--- src/rtl/cfg_vpd_loader.sv ---
// Loads subsystem IDs and the device serial number from a 16-byte VPD record in byte-wide storage.
// Optional CFG_VPD_RELOAD_EN lets a reload pulse in DONE restart the fetch.
module cfg_vpd_loader #(
    parameter int                ADDR_W               = 16,
    parameter logic [ADDR_W-1:0] BASE_ADDR            = 16'h0000,
    parameter int                TIMEOUT_CYCLES       = 1024,
    parameter logic [15:0]       MAGIC                = 16'h4F43,
    parameter logic [15:0]       DEF_SUBSYS_ID        = 16'h0666,
    parameter logic [15:0]       DEF_SUBSYS_VENDOR_ID = 16'h1014,
    parameter logic [63:0]       DEF_SERIAL           = 64'hDEAD_DEAD_DEAD_DEAD
) (
    input  logic              clock,
    input  logic              reset_n,
    output logic              rd_req,
    output logic [ADDR_W-1:0] rd_addr,
    input  logic              rd_ack,
    input  logic [7:0]        rd_data,
    input  logic              rd_err,
    input  logic              reload,
    output logic [15:0]       f0_ro_csh_subsystem_id,
    output logic [15:0]       f0_ro_csh_subsystem_vendor_id,
    output logic [63:0]       f0_ro_dsn_serial_number,
    output logic [15:0]       f1_ro_csh_subsystem_id,
    output logic [15:0]       f1_ro_csh_subsystem_vendor_id,
    output logic              vpd_done,
    output logic              vpd_valid,
    output logic [1:0]        vpd_error
);

    localparam int CNT_W = (TIMEOUT_CYCLES > 1) ? $clog2(TIMEOUT_CYCLES) : 1;

    typedef enum logic [2:0] {IDLE, REQ, NEXT, CHECK, DONE} state_t;

    state_t           state;
    logic [3:0]       idx;
    logic [CNT_W-1:0] cnt;
    logic [7:0]       shadow [16];
    logic [7:0]       csum;
    logic             record_ok;

    always_comb begin
        csum = 8'h00;
        for (int i = 0; i < 16; i++) csum = csum + shadow[i];
    end

    assign record_ok = ({shadow[0], shadow[1]} == MAGIC) && (csum == 8'h00);

    // Function 1 carries the same card identity as function 0.
    assign f1_ro_csh_subsystem_id        = f0_ro_csh_subsystem_id;
    assign f1_ro_csh_subsystem_vendor_id = f0_ro_csh_subsystem_vendor_id;

`ifndef CFG_VPD_RELOAD_EN
    logic unused_reload;
    assign unused_reload = reload;
`endif

    always_ff @(posedge clock) begin
        if (!reset_n) begin
            state                         <= IDLE;
            rd_req                        <= 1'b0;
            rd_addr                       <= BASE_ADDR;
            idx                           <= 4'd0;
            cnt                           <= '0;
            f0_ro_csh_subsystem_id        <= DEF_SUBSYS_ID;
            f0_ro_csh_subsystem_vendor_id <= DEF_SUBSYS_VENDOR_ID;
            f0_ro_dsn_serial_number       <= DEF_SERIAL;
            vpd_done                      <= 1'b0;
            vpd_valid                     <= 1'b0;
            vpd_error                     <= 2'b00;
        end else begin
            case (state)
                IDLE: begin
                    rd_req <= 1'b1;
                    state  <= REQ;
                end
                REQ: begin
                    if (rd_ack && !rd_err) begin
                        shadow[idx] <= rd_data;
                        rd_req      <= 1'b0;
                        state       <= NEXT;
                    end else if (rd_ack || cnt == CNT_W'(TIMEOUT_CYCLES - 1)) begin
                        // Any failed fetch drops back to the tie-off identity.
                        rd_req                        <= 1'b0;
                        vpd_error                     <= rd_ack ? 2'b10 : 2'b01;
                        vpd_valid                     <= 1'b0;
                        f0_ro_csh_subsystem_id        <= DEF_SUBSYS_ID;
                        f0_ro_csh_subsystem_vendor_id <= DEF_SUBSYS_VENDOR_ID;
                        f0_ro_dsn_serial_number       <= DEF_SERIAL;
                        state                         <= DONE;
                    end else begin
                        cnt <= cnt + CNT_W'(1);
                    end
                end
                NEXT: begin
                    cnt <= '0;
                    if (idx == 4'd15) begin
                        state <= CHECK;
                    end else begin
                        idx     <= idx + 4'd1;
                        rd_addr <= BASE_ADDR + ADDR_W'(idx + 4'd1);
                        rd_req  <= 1'b1;
                        state   <= REQ;
                    end
                end
                CHECK: begin
                    if (record_ok) begin
                        f0_ro_csh_subsystem_id        <= {shadow[2], shadow[3]};
                        f0_ro_csh_subsystem_vendor_id <= {shadow[4], shadow[5]};
                        f0_ro_dsn_serial_number       <= {shadow[6], shadow[7], shadow[8], shadow[9],
                                                          shadow[10], shadow[11], shadow[12], shadow[13]};
                        vpd_valid                     <= 1'b1;
                        vpd_error                     <= 2'b00;
                    end else begin
                        f0_ro_csh_subsystem_id        <= DEF_SUBSYS_ID;
                        f0_ro_csh_subsystem_vendor_id <= DEF_SUBSYS_VENDOR_ID;
                        f0_ro_dsn_serial_number       <= DEF_SERIAL;
                        vpd_valid                     <= 1'b0;
                        vpd_error                     <= 2'b11;
                    end
                    state <= DONE;
                end
                DONE: begin
                    vpd_done <= 1'b1;
                    rd_req   <= 1'b0;
`ifdef CFG_VPD_RELOAD_EN
                    // Committed outputs stay visible while the record is refetched.
                    if (reload) begin
                        vpd_done  <= 1'b0;
                        vpd_error <= 2'b00;
                        idx       <= 4'd0;
                        cnt       <= '0;
                        rd_addr   <= BASE_ADDR;
                        rd_req    <= 1'b1;
                        state     <= REQ;
                    end
`endif
                end
                default: state <= IDLE;
            endcase
        end
    end

endmodule

--- config.mk ---
export PLATFORM = sky130hd
export DESIGN_NAME = cfg_vpd_loader
export DESIGN_NICKNAME = d
export VERILOG_FILES = /design/src/rtl/cfg_vpd_loader.sv
export SDC_FILE = /design/constraint.sdc
export NUM_CORES = 1
export LEC_CHECK = 0
export CAP_MARGIN = 10
export CORE_MARGIN = 3
export CORE_UTILIZATION = 40
export CTS_CLUSTER_SIZE = 20
export DETAILED_ROUTE_END_ITERATION = 8
export GPL_ROUTABILITY_DRIVEN = 1
export HOLD_SLACK_MARGIN = 0.08
export REMOVE_ABC_BUFFERS = 1
export SLEW_MARGIN = 0
export SYNTH_ARGS = -nofsm -noshare
export SYNTH_HDL_FRONTEND = slang
export SYNTH_SLANG_ARGS = --single-unit
--- constraint.sdc ---
create_clock -name clock -period 7.4 [get_ports clock]
set_input_delay 1.48 -clock clock [delete_from_list [all_inputs] [get_ports clock]]
set_output_delay 1.48 -clock clock [all_outputs]
set_load 0.01 [all_outputs]
==> flow_summary.toml <==
[global_routing]
grt_pass1_wl_um = 36800
grt_usage_pct = 16.2
grt_max_degree = 53
antenna_found_initial = 0
grt_pass1_vias = 6528
gr-total-overflow = 0

[cells_and_area]
final_cells = 1297
fin_util_pct = 49.5
multi_input_area_um2 = 3910
regArea_um2 = 6230
fillCellCount = 2385
design_area_um2 = 13400
syn2layout_area_growth_pct = 21.4
diodes = 0
final_nets = 1054
final_layout_size_suffix_gt1_share_pct = 5.33

[logic_synthesis]
synth-seq-area-share_pct = 56.6
synthFlopType = "edfxtp_1"
syn_area_per_cell_um2 = 13.5
synth_top_cell_by_area = "edfxtp_1"
ys_ff_latch = 247
async_reset_ff_share_pct = 0
synth_area_um2 = 11000
synth_cell_type_count = 43
synth_warnings = 0
synth_edf_count = 128
synthTopCellsByArea = "edfxtp_1, dfxtp_1, fa_1, inv_1, a22o_1"
synth_top_area_share_pct = 34.9
netlist_instances = 816
synth_most_common_cell = "edfxtp_1"
synth_common_cells = "edfxtp_1, dfxtp_1, inv_1"

[cts]
clk_pin_slew_ns = 0.06
post_cts_resized = 0
worstSkewPairLatency_ns = 0.53
cts_made_buffers = 26
cts-root-buf = "clkbuf_16"
cts_tree = "done"
cts_hold_buf = 0
cts_setup_buffers = 0
clock_sinks = 247
htree_levels = 1
cts_buffer_depth = 3

[placed_design]
hpwl_um = 16600
port_buffers = 149
placed_cells = 1249
dp_slack_ns = 1.27
gp_congestion = 0.794
place_area_um2 = 12500

[sta]
drv_slew = 0
fin_crit_ns = 6.15
slew_headroom_pct = 20.5
tns_ns = 0
fmax_mhz = 163
finalCritPeriodShare_pct = 83.1
setup_slack_ns = 1.25
worst_pin_slew_ns = 1.19
skew_ns = 0.0134
setup_viol = 0
rsz0062_at_grt = "false"
hold_viol = 0

[pwr]
irDropWorstVdd_mv = 0.131
power.density_nw_per_um2 = 207
p_leak_nw = 5.06

[worst_setup_path]
worstPathRequired_ns = 7.82
path_class = "register to register"
endpoint_kind = "register"
crit_arrival_ns = 6.57
worstPathMaxFanout = 30
startpoint_type = "register"

[die]
die-area_um2 = 29500
rows = 60
core_area_um2 = 27000
initial_utilization_pct = 40.7
ios = 162
die_h_um = 172
fp.dieW_um = 172

[min_path]
hp-class = "register to register"

[status]
status = "finished, final reports clean"

[route]
wl_um = 23300
num_vias = 6247
drtIter0Drc = 367
firstDrtPassIters = 4
wire_per_inst_um = 17.9
antenna_left = 0
via_per_inst = 4.82
drc_errors = 0

[job]
cap_violations = 0
per-layer routing:
layer  track usage [%]  vias up  share of wire (%)
li1                  -     2952                  -
met1              22.4     3088                 46
met2              27.1      182                 47
met3              2.86       25                5.7
met4              3.33        0                1.2
met5                 0        -                  0
flip-flops by register name, summed over array words and instances (netlist names):
name	count
shadow	128
rd_addr	2
state	3
vpd_done	1
idx	3
vpd_error	2
f0_ro_csh_subsystem_vendor_id	16
f0_ro_dsn_serial_number	64
f0_ro_csh_subsystem_id	16
rd_req	1
vpd_valid	1
cnt	10
worst max-delay path: stages (launching register included):
cell and delay, ns:
edfxtp_1 0.41, fa_1 0.55, inv_1 0.05, fa_1 0.53
inv_1 0.05, fa_1 0.50, inv_1 0.06, fa_1 0.56
fa_1 0.44, fa_1 0.44, inv_1 0.07, ha_1 0.15
inv_1 0.06, fa_1 0.56, nor4b_1 0.22, nand4_1 0.11
nor3_1 0.27, nor3b_1 0.35, nand3_2 0.12, buf_4 0.29
o22a_1 0.22
power breakdown:
| part | switching, mW | internal, mW | total (mW) |
|---|---|---|---|
| Clock | 0.530 | 0.724 | 1.25 |
| Combinational | 0.0475 | 0.0208 | 0.0683 |
| Sequential | 0.00440 | 1.44 | 1.45 |
| Total | 0.581 | 2.19 | 2.77 |
final timing paths:
check	startpoint	endpoint	slack, ns	cells after the start
worst max-delay path	shadow[3][2]	f0_ro_dsn_serial_number[57]	1.25	20
worst min register to register	vpd_valid	vpd_valid	0.45	1
worst min-delay path	vpd_valid	vpd_valid	0.45	1
worst max register to register	shadow[3][2]	f0_ro_dsn_serial_number[57]	1.25	20
cell usage in the layout (no fill, tap or decap), types with 6 or more instances in the layout:
| master | Yosys | layout |
|---|---|---|
| clkdlybuf4s50_1 | 0 | 149 |
| edfxtp_1 | 128 | 128 |
| inv_1 | 119 | 119 |
| dfxtp_1 | 119 | 119 |
| fa_1 | 87 | 87 |
| a22o_1 | 45 | 45 |
| o22a_1 | 45 | 45 |
| nor2_1 | 41 | 40 |
| xnor2_1 | 33 | 33 |
| clkbuf_16 | 0 | 26 |
| a21oi_1 | 20 | 20 |
| ha_1 | 18 | 18 |
| nand2_1 | 15 | 15 |
| nor3_1 | 14 | 12 |
| conb_1 | 1 | 11 |
| xor2_1 | 6 | 6 |
| nand3_1 | 6 | 6 |
| clkbuf_1 | 17 | 6 |
area by class of cell:
cell class	count	area share [%]
timing repair buffer	154	11.4
multi-input combinational	388	29.2
clock buffer	36	5.45
inverter	119	3.34
tap	341	3.19
sequential	247	46.6
clock inverter	12	0.767
per-stage QoR:
step                total power, mW  hold slack, ns
floorplan                      1.51           0.477
global placement               1.54           0.436
detailed placement             1.54           0.446
CTS                            2.80           0.460
global route                   2.87           0.492
finish                         2.77           0.454
cells by family (layout without fill, tap and decap cells):
family	Yosys count	in the layout	share of synthesized area [%]
compound gates	124	124	8.92
xor+xnor	40	40	3.31
fa+ha+maj	105	105	17.9
buf+inv	191	321	8.44
flops	247	247	56.6
mux	1	1	0.0909
other cells	1	11	0.0341
simple gates	107	107	4.77
No activity file was read; power rests on OpenSTA's default activity.
